**config.mk**
```make
export PLATFORM = sky130hd
export DESIGN_NAME = mult_share_arbiter
export DESIGN_NICKNAME = d
export VERILOG_FILES = /design/src/rtl/mult_share_arbiter.sv
export SDC_FILE = /design/constraint.sdc
export NUM_CORES = 1
export LEC_CHECK = 0
export ABC_AREA = 1
export BUFFER_PORTS_ARGS = -buffer_cell sky130_fd_sc_hd__buf_2
export CAP_MARGIN = 20
export CORE_MARGIN = 3
export CORE_UTILIZATION = 43
export CTS_CLUSTER_SIZE = 20
export DETAILED_ROUTE_END_ITERATION = 7
export PLACE_DENSITY = 0.83
export SETUP_SLACK_MARGIN = 0.05
export SYNTH_ARGS = -nofsm -noshare
export SYNTH_HDL_FRONTEND = slang
export SYNTH_SLANG_ARGS = --single-unit
```
**constraint.sdc**
```tcl
create_clock -name clk -period 1.9 [get_ports clk]
set_clock_uncertainty 0.1 [all_clocks]
set_input_delay 0.19 -clock clk [delete_from_list [all_inputs] [get_ports clk]]
set_output_delay 0.19 -clock clk [all_outputs]
set_load 0.01 [all_outputs]
```
**src/rtl/mult_share_arbiter.sv**
```systemverilog
// Round-robin scheduler sharing one sequential 8x8 multiplier among NREQ requesters.
// Issues a start pulse with held operands, waits for done (with watchdog) and returns the product.
module mult_share_arbiter #(
    parameter int NREQ    = 4,
    parameter int TIMEOUT = 15
) (
    input  logic              clk,
    input  logic              reset_a,
    input  logic [NREQ-1:0]   req_valid,
    input  logic [8*NREQ-1:0] req_dataa,
    input  logic [8*NREQ-1:0] req_datab,
    output logic [NREQ-1:0]   req_ready,
    output logic [NREQ-1:0]   rsp_valid,
    output logic [15:0]       rsp_product,
    output logic              rsp_error,
    output logic              busy,
    output logic              mult_start,
    output logic [7:0]        mult_dataa,
    output logic [7:0]        mult_datab,
    input  logic              mult_done,
    input  logic [15:0]       mult_product,
    output logic [1:0]        dbg_state
);
    // Handshake: a request is committed on the IDLE clock edge that sees req_valid[i]=1;
    // req_ready[i] pulses one cycle later as an acknowledgement, and dropping req_valid
    // after commit does not cancel the operation. rsp_valid[i] is a one-cycle pulse
    // qualifying rsp_product and rsp_error.
    localparam int              IW       = $clog2(NREQ);
    localparam logic [IW:0]     NREQ_W   = (IW+1)'(NREQ);
    localparam logic [7:0]      CNT_LAST = 8'(TIMEOUT - 1);
    localparam logic [IW-1:0]   LAST_RST = IW'(NREQ - 1);

    typedef enum logic [1:0] {
        S_IDLE    = 2'd0,
        S_LAUNCH  = 2'd1,
        S_WAIT    = 2'd2,
        S_RESPOND = 2'd3
    } state_t;

    state_t          state_q, state_d;
    logic [IW-1:0]   owner_q, owner_d;
    logic [IW-1:0]   last_q, last_d;
    logic [7:0]      cnt_q, cnt_d;
    logic            armed_q, armed_d;
    logic [NREQ-1:0] ready_q, ready_d;
    logic [NREQ-1:0] rspv_q, rspv_d;
    logic [15:0]     prod_q, prod_d;
    logic            err_q, err_d;
    logic            busy_q, busy_d;
    logic            start_q, start_d;
    logic [7:0]      a_q, a_d;
    logic [7:0]      b_q, b_d;

    logic            grant_found;
    logic [IW-1:0]   grant_idx;
    logic [IW:0]     cand;
    logic [NREQ-1:0] grant_oh;
    logic [NREQ-1:0] owner_oh;
    logic [7:0]      sel_a, sel_b;

    // Search starts one past the last served requester and wraps at NREQ.
    always_comb begin
        grant_found = 1'b0;
        grant_idx   = '0;
        cand        = '0;
        for (int i = 1; i <= NREQ; i++) begin
            cand = {1'b0, last_q} + (IW+1)'(i);
            if (cand >= NREQ_W) cand = cand - NREQ_W;
            if (!grant_found && req_valid[cand[IW-1:0]]) begin
                grant_found = 1'b1;
                grant_idx   = cand[IW-1:0];
            end
        end
    end

    always_comb begin
        sel_a = '0;
        sel_b = '0;
        for (int j = 0; j < NREQ; j++) begin
            if (grant_idx == IW'(j)) begin
                sel_a = req_dataa[8*j +: 8];
                sel_b = req_datab[8*j +: 8];
            end
        end
    end

    always_comb begin
        grant_oh            = '0;
        grant_oh[grant_idx] = 1'b1;
        owner_oh            = '0;
        owner_oh[owner_q]   = 1'b1;
    end

    always_comb begin
        state_d = state_q;
        owner_d = owner_q;
        last_d  = last_q;
        cnt_d   = cnt_q;
        armed_d = armed_q;
        a_d     = a_q;
        b_d     = b_q;
        ready_d = '0;
        rspv_d  = '0;
        prod_d  = '0;
        err_d   = 1'b0;
        start_d = 1'b0;
        case (state_q)
            S_IDLE: begin
                if (grant_found) begin
                    state_d = S_LAUNCH;
                    owner_d = grant_idx;
                    a_d     = sel_a;
                    b_d     = sel_b;
                    ready_d = grant_oh;
                    start_d = 1'b1;
                end
            end
            S_LAUNCH: begin
                state_d = S_WAIT;
                cnt_d   = '0;
                armed_d = 1'b0;
            end
            S_WAIT: begin
                // Done only counts after a low sample, so a flag left high by the previous job is ignored.
                if (armed_q && mult_done) begin
                    state_d = S_RESPOND;
                    rspv_d  = owner_oh;
                    prod_d  = mult_product;
                end else if (cnt_q == CNT_LAST) begin
                    state_d = S_RESPOND;
                    rspv_d  = owner_oh;
                    err_d   = 1'b1;
                end else begin
                    cnt_d = cnt_q + 8'd1;
                    if (!mult_done) armed_d = 1'b1;
                end
            end
            S_RESPOND: begin
                state_d = S_IDLE;
                last_d  = owner_q;
            end
            default: state_d = S_IDLE;
        endcase
        busy_d = (state_d != S_IDLE);
    end

    always_ff @(posedge clk or posedge reset_a) begin
        if (reset_a) begin
            state_q <= S_IDLE;
            owner_q <= '0;
            last_q  <= LAST_RST;
            cnt_q   <= '0;
            armed_q <= 1'b0;
            ready_q <= '0;
            rspv_q  <= '0;
            prod_q  <= '0;
            err_q   <= 1'b0;
            busy_q  <= 1'b0;
            start_q <= 1'b0;
            a_q     <= '0;
            b_q     <= '0;
        end else begin
            state_q <= state_d;
            owner_q <= owner_d;
            last_q  <= last_d;
            cnt_q   <= cnt_d;
            armed_q <= armed_d;
            ready_q <= ready_d;
            rspv_q  <= rspv_d;
            prod_q  <= prod_d;
            err_q   <= err_d;
            busy_q  <= busy_d;
            start_q <= start_d;
            a_q     <= a_d;
            b_q     <= b_d;
        end
    end

    assign req_ready   = ready_q;
    assign rsp_valid   = rspv_q;
    assign rsp_product = prod_q;
    assign rsp_error   = err_q;
    assign busy        = busy_q;
    assign mult_start  = start_q;
    assign mult_dataa  = a_q;
    assign mult_datab  = b_q;
    assign dbg_state   = state_q;

endmodule

```
==> run_results.csv <==
group,metric,value,unit
route,ant_nets,0,
cells_and_area,final_nets,707,
logic_synthesis,synth_top_area_share,0.447,
cells_and_area,drive_gt1_frac,0.416,
grt,grt_pass1_wl,15200,um
hold_path,hold_depth,4,
critical_path,crit_arrival,2440,ps
critical_path,worstSetupStartpoint,"last_q[0]",
grt,grt_max_degree,59,
route,wl,10200,um
floorplan,die_w,91.3,um
cts,cts_tree,"built",
critical_path,criticalPathCategory,"reg2reg",
timing,worst_hold_slack,40.4,ps
timing,timing.final.ws_setup,-407,ps
logic_synthesis,synth_seq_area_share,0.464,
logic_synthesis,synth_cells,414,
power,pwr-share-clk,0.118,
cts,ctsRootBufferMaster,"clkbuf_8",
route,avgRoutedWirePerCell,14.3,um
logic_synthesis,ys_top_cells_by_area,"dfrtp_1, nand2_1, inv_1, nand3_1, nor2_1",
critical_path,cp_data_required_time,2040,ps
power,power.switching,4.12,mW
route,dr.max_layer_used,"met4",
route,vias,3529,
timing,worst_slew_pin_slew,349,ps
power,powerDensity,1840,mW/mm^2
floorplan,die-area,0.00834,sq mm
logic_synthesis,synth_edf_count,0,
critical_path,worst_setup_path_start_kind,"flop",
logic_synthesis,yosysWarnings,0,
cts,cts_htree_levels,3,
route,drtIter0Drc,159,
cts,clk_latency,340,ps
route,drc,0,
timing,clock.fmax,433,MHz
timing,tns,-7390,ps
placement,dpl.hpwl,6490,um
power,switching_share,0.452,
critical_path,max_stage_delay,620,ps
floorplan,start_util,0.451,
logic_synthesis,async_flop_share,1.00,
critical_path,r2r-start,"last_q[0]",
logic_synthesis,ys_types,31,
logic_synthesis,syn_nets,507,
timing,maxSlewHeadroom,0.765,
cells_and_area,fillers,525,
logic_synthesis,syn_area,0.00313,sq mm
cts,cts_buffer_depth,2,
critical_path,worstSetupEndpointType,"flop",
outcome,failed_checks,"setup timing",
logic_synthesis,synth_largest_area_cell,"dfrtp_1",
placement,port_buffers,131,
grt,grt_overflow,0,
cts,clk_pin_slew_worst_paths,70,ps
cells_and_area,fin_cells,714,
job,drv_cap,0,
power,ir_worst_vdd,659,uV
critical_path,crit_chain,"inv_4 -> nand2_2 -> nand2_2 -> nand2_4 -> nand2_4 -> nor2_4 -> nand4_1 -> nand3_4 -> buf_4 -> nand3b_1 -> nand2_1 -> inv_1 -> nand2_1 -> nand2_1",
route,drt-met1-wl,3820,um
power,seq_power_share,0.206,
route,firstDrtPassIters,5,
timing,setup_viol,24,
logic_synthesis,ys_ff_latch,58,
floorplan,num_io_pins,132,
route,viasPerCell,4.94,
timing,post-route-period-util,1.21,
logic_synthesis,syn_area_per_cell,7.56,sq um
cells_and_area,syn_to_final_growth,57.9,%
placement,dp_slack,-371,ps
route,route.met2.wl,5350,um
placement,routabilityCongestion,0.821,
floorplan,rows,30,
logic_synthesis,synth_ff_type,"dfrtp_1",
critical_path,crit_slowest_cell,"dfstp_2",
floorplan,core-area,0.00694,sq mm
cts,clock-sinks,58,
floorplan,die_height,91.3,um
grt,grtUsageTotal,0.227,
timing,maxSlewViolCount,0,
critical_path,path_max_fanout,7,
timing,hold_violations,0,
cells_and_area,seq_area,0.00145,sq mm
timing,grt_setup_unrepaired,"true",
route,met3_length,806,um
timing,post-route-min-period,2310,ps
placement,dpl.cell_count,656,
power,pwr-share-comb,0.676,
grt,antenna_found_initial,0,
power,p_leak,2.83,nW
power,cellInternalPower,5.00,mW
hold_path,hold_class,"in2reg",
cells_and_area,multi_input_area,0.00157,sq mm
grt,grt_pass1_vias,3422,
outcome,status,"finished, violations left",
cells_and_area,antennaDiodeCount,0,
hold_path,min_from,"mult_done",
critical_path,crit_top_cell,"nand2_1",
cts,cts_buffers,9,
critical_path,reg2reg_depth,14,
## cells by family after synthesis
| logic type | Yosys count | share of synthesized area |
|---|---|---|
| xor+xnor | 2 | 0.00559 |
| fa+ha+maj | 6 | 0.0240 |
| buf+inv | 72 | 0.101 |
| flops | 58 | 0.464 |
| compound gates | 35 | 0.0655 |
| simple gates | 241 | 0.340 |
## worst paths after layout
kind                                 endpoint  slack, ps
max in group asynchronous           last_q[1]       1050
worst max-delay path            mult_datab[3]       -410
worst min-delay path                  armed_q         40
worst min register to register  mult_datab[3]        390
min in group asynchronous       mult_dataa[3]        340
worst max register to register  mult_datab[3]       -410
## final cells by class
class,count,share of cell area
clock buffers,13,0.0362
well taps,96,0.0243
clock inverters,2,0.00202
inverters,57,0.0448
multi-input cells,284,0.318
flip-flops and latches,58,0.294
repair buffers,204,0.281
## critical path: cells and delay by family, from the launching register on
family	cells	cell delay (ps)
DFF	1	620
buffers and inverters	3	280
and+or+nand+nor	11	1200
## placed cells by master, fill, tap and decap left out, types with 2 or more instances in the layout
cell,n
buf_2,131
nand2_1,98
dfrtp_1,56
inv_1,47
nor2_1,41
nand3_1,37
buf_4,35
dlygate4sd3_1,23
nand2_2,17
o21ai_0,16
clkbuf_8,13
nand3b_1,10
nand2_4,8
inv_2,7
nor3_1,7
buf_6,7
o21bai_1,6
nor2_4,5
a21oi_1,5
nor2_2,4
nand4_1,4
ha_1,4
buf_12,4
inv_4,3
nand3_2,3
o21ai_2,2
xor2_1,2
nand3_4,2
ha_4,2
clkinv_2,2
clkbuf_16,2
dfstp_2,2
buf_8,2
## through the flow
stage / util / power [mW] / cell area (sq um)
6_report: 0.712 / 9.12 / 4940
5_1_grt: 0.712 / 9.83 / 4940
4_1_cts: 0.662 / 7.95 / 4600
3_5_place_dp: 0.588 / 6.54 / 4080
3_3_place_gp: 0.588 / 6.35 / 4080
2_1_floorplan: - / 5.17 / 3170
## timing repair
| action | 4_1_cts | 5_1_grt |
|---|---|---|
| endpoints found under the hold margin | 78 | 0 |
| gates resized for setup | 17 | 56 |
| hold buffers | 23 | 0 |
| gates cloned | 0 | 4 |
| pin swaps | 3 | 17 |
| setup buffers | 5 | 11 |
| setup endpoints to repair | 26 | 32 |
## layer usage
metal,up-vias,GRT usage
li1,1698,-
met1,1663,0.258
met2,143,0.398
met3,25,0.0746
met4,0,0.0791
met5,-,0
## cells in the mapped netlist (2+ instances only)
| cell type | instances |
|---|---|
| nand2_1 | 118 |
| dfrtp_1 | 56 |
| inv_1 | 55 |
| nor2_1 | 47 |
| nand3_1 | 41 |
| o21ai_0 | 18 |
| nand3b_1 | 10 |
| nor3_1 | 9 |
| buf_2 | 7 |
| ha_1 | 6 |
| o21bai_1 | 6 |
| a21oi_1 | 5 |
| nand2_2 | 5 |
| buf_6 | 4 |
| nand4_1 | 4 |
| nor2_4 | 3 |
| buf_4 | 2 |
| clkbuf_1 | 2 |
| dfstp_2 | 2 |
| inv_2 | 2 |
| xor2_1 | 2 |
## power groups by stage
stage,Sequential (mW),Combinational (mW),Clock [mW]
global route,1.93,6.74,1.17
detailed placement,1.86,4.67,0
global placement,1.86,4.50,0
finish,1.88,6.16,1.08
CTS,1.85,5.00,1.10
floorplan,1.97,3.19,0
## sequential cells by signal, summed over array words and instances, names as in the netlist
signal,count
mult_start,1
rsp_error,1
mult_datab,8
mult_dataa,8
rsp_valid,4
last_q,2
dbg_state,2
armed_q,1
rsp_product,16
cnt_q,8
owner_q,2
req_ready,4
busy,1
Note: power is estimated with default switching activity, not from simulation.
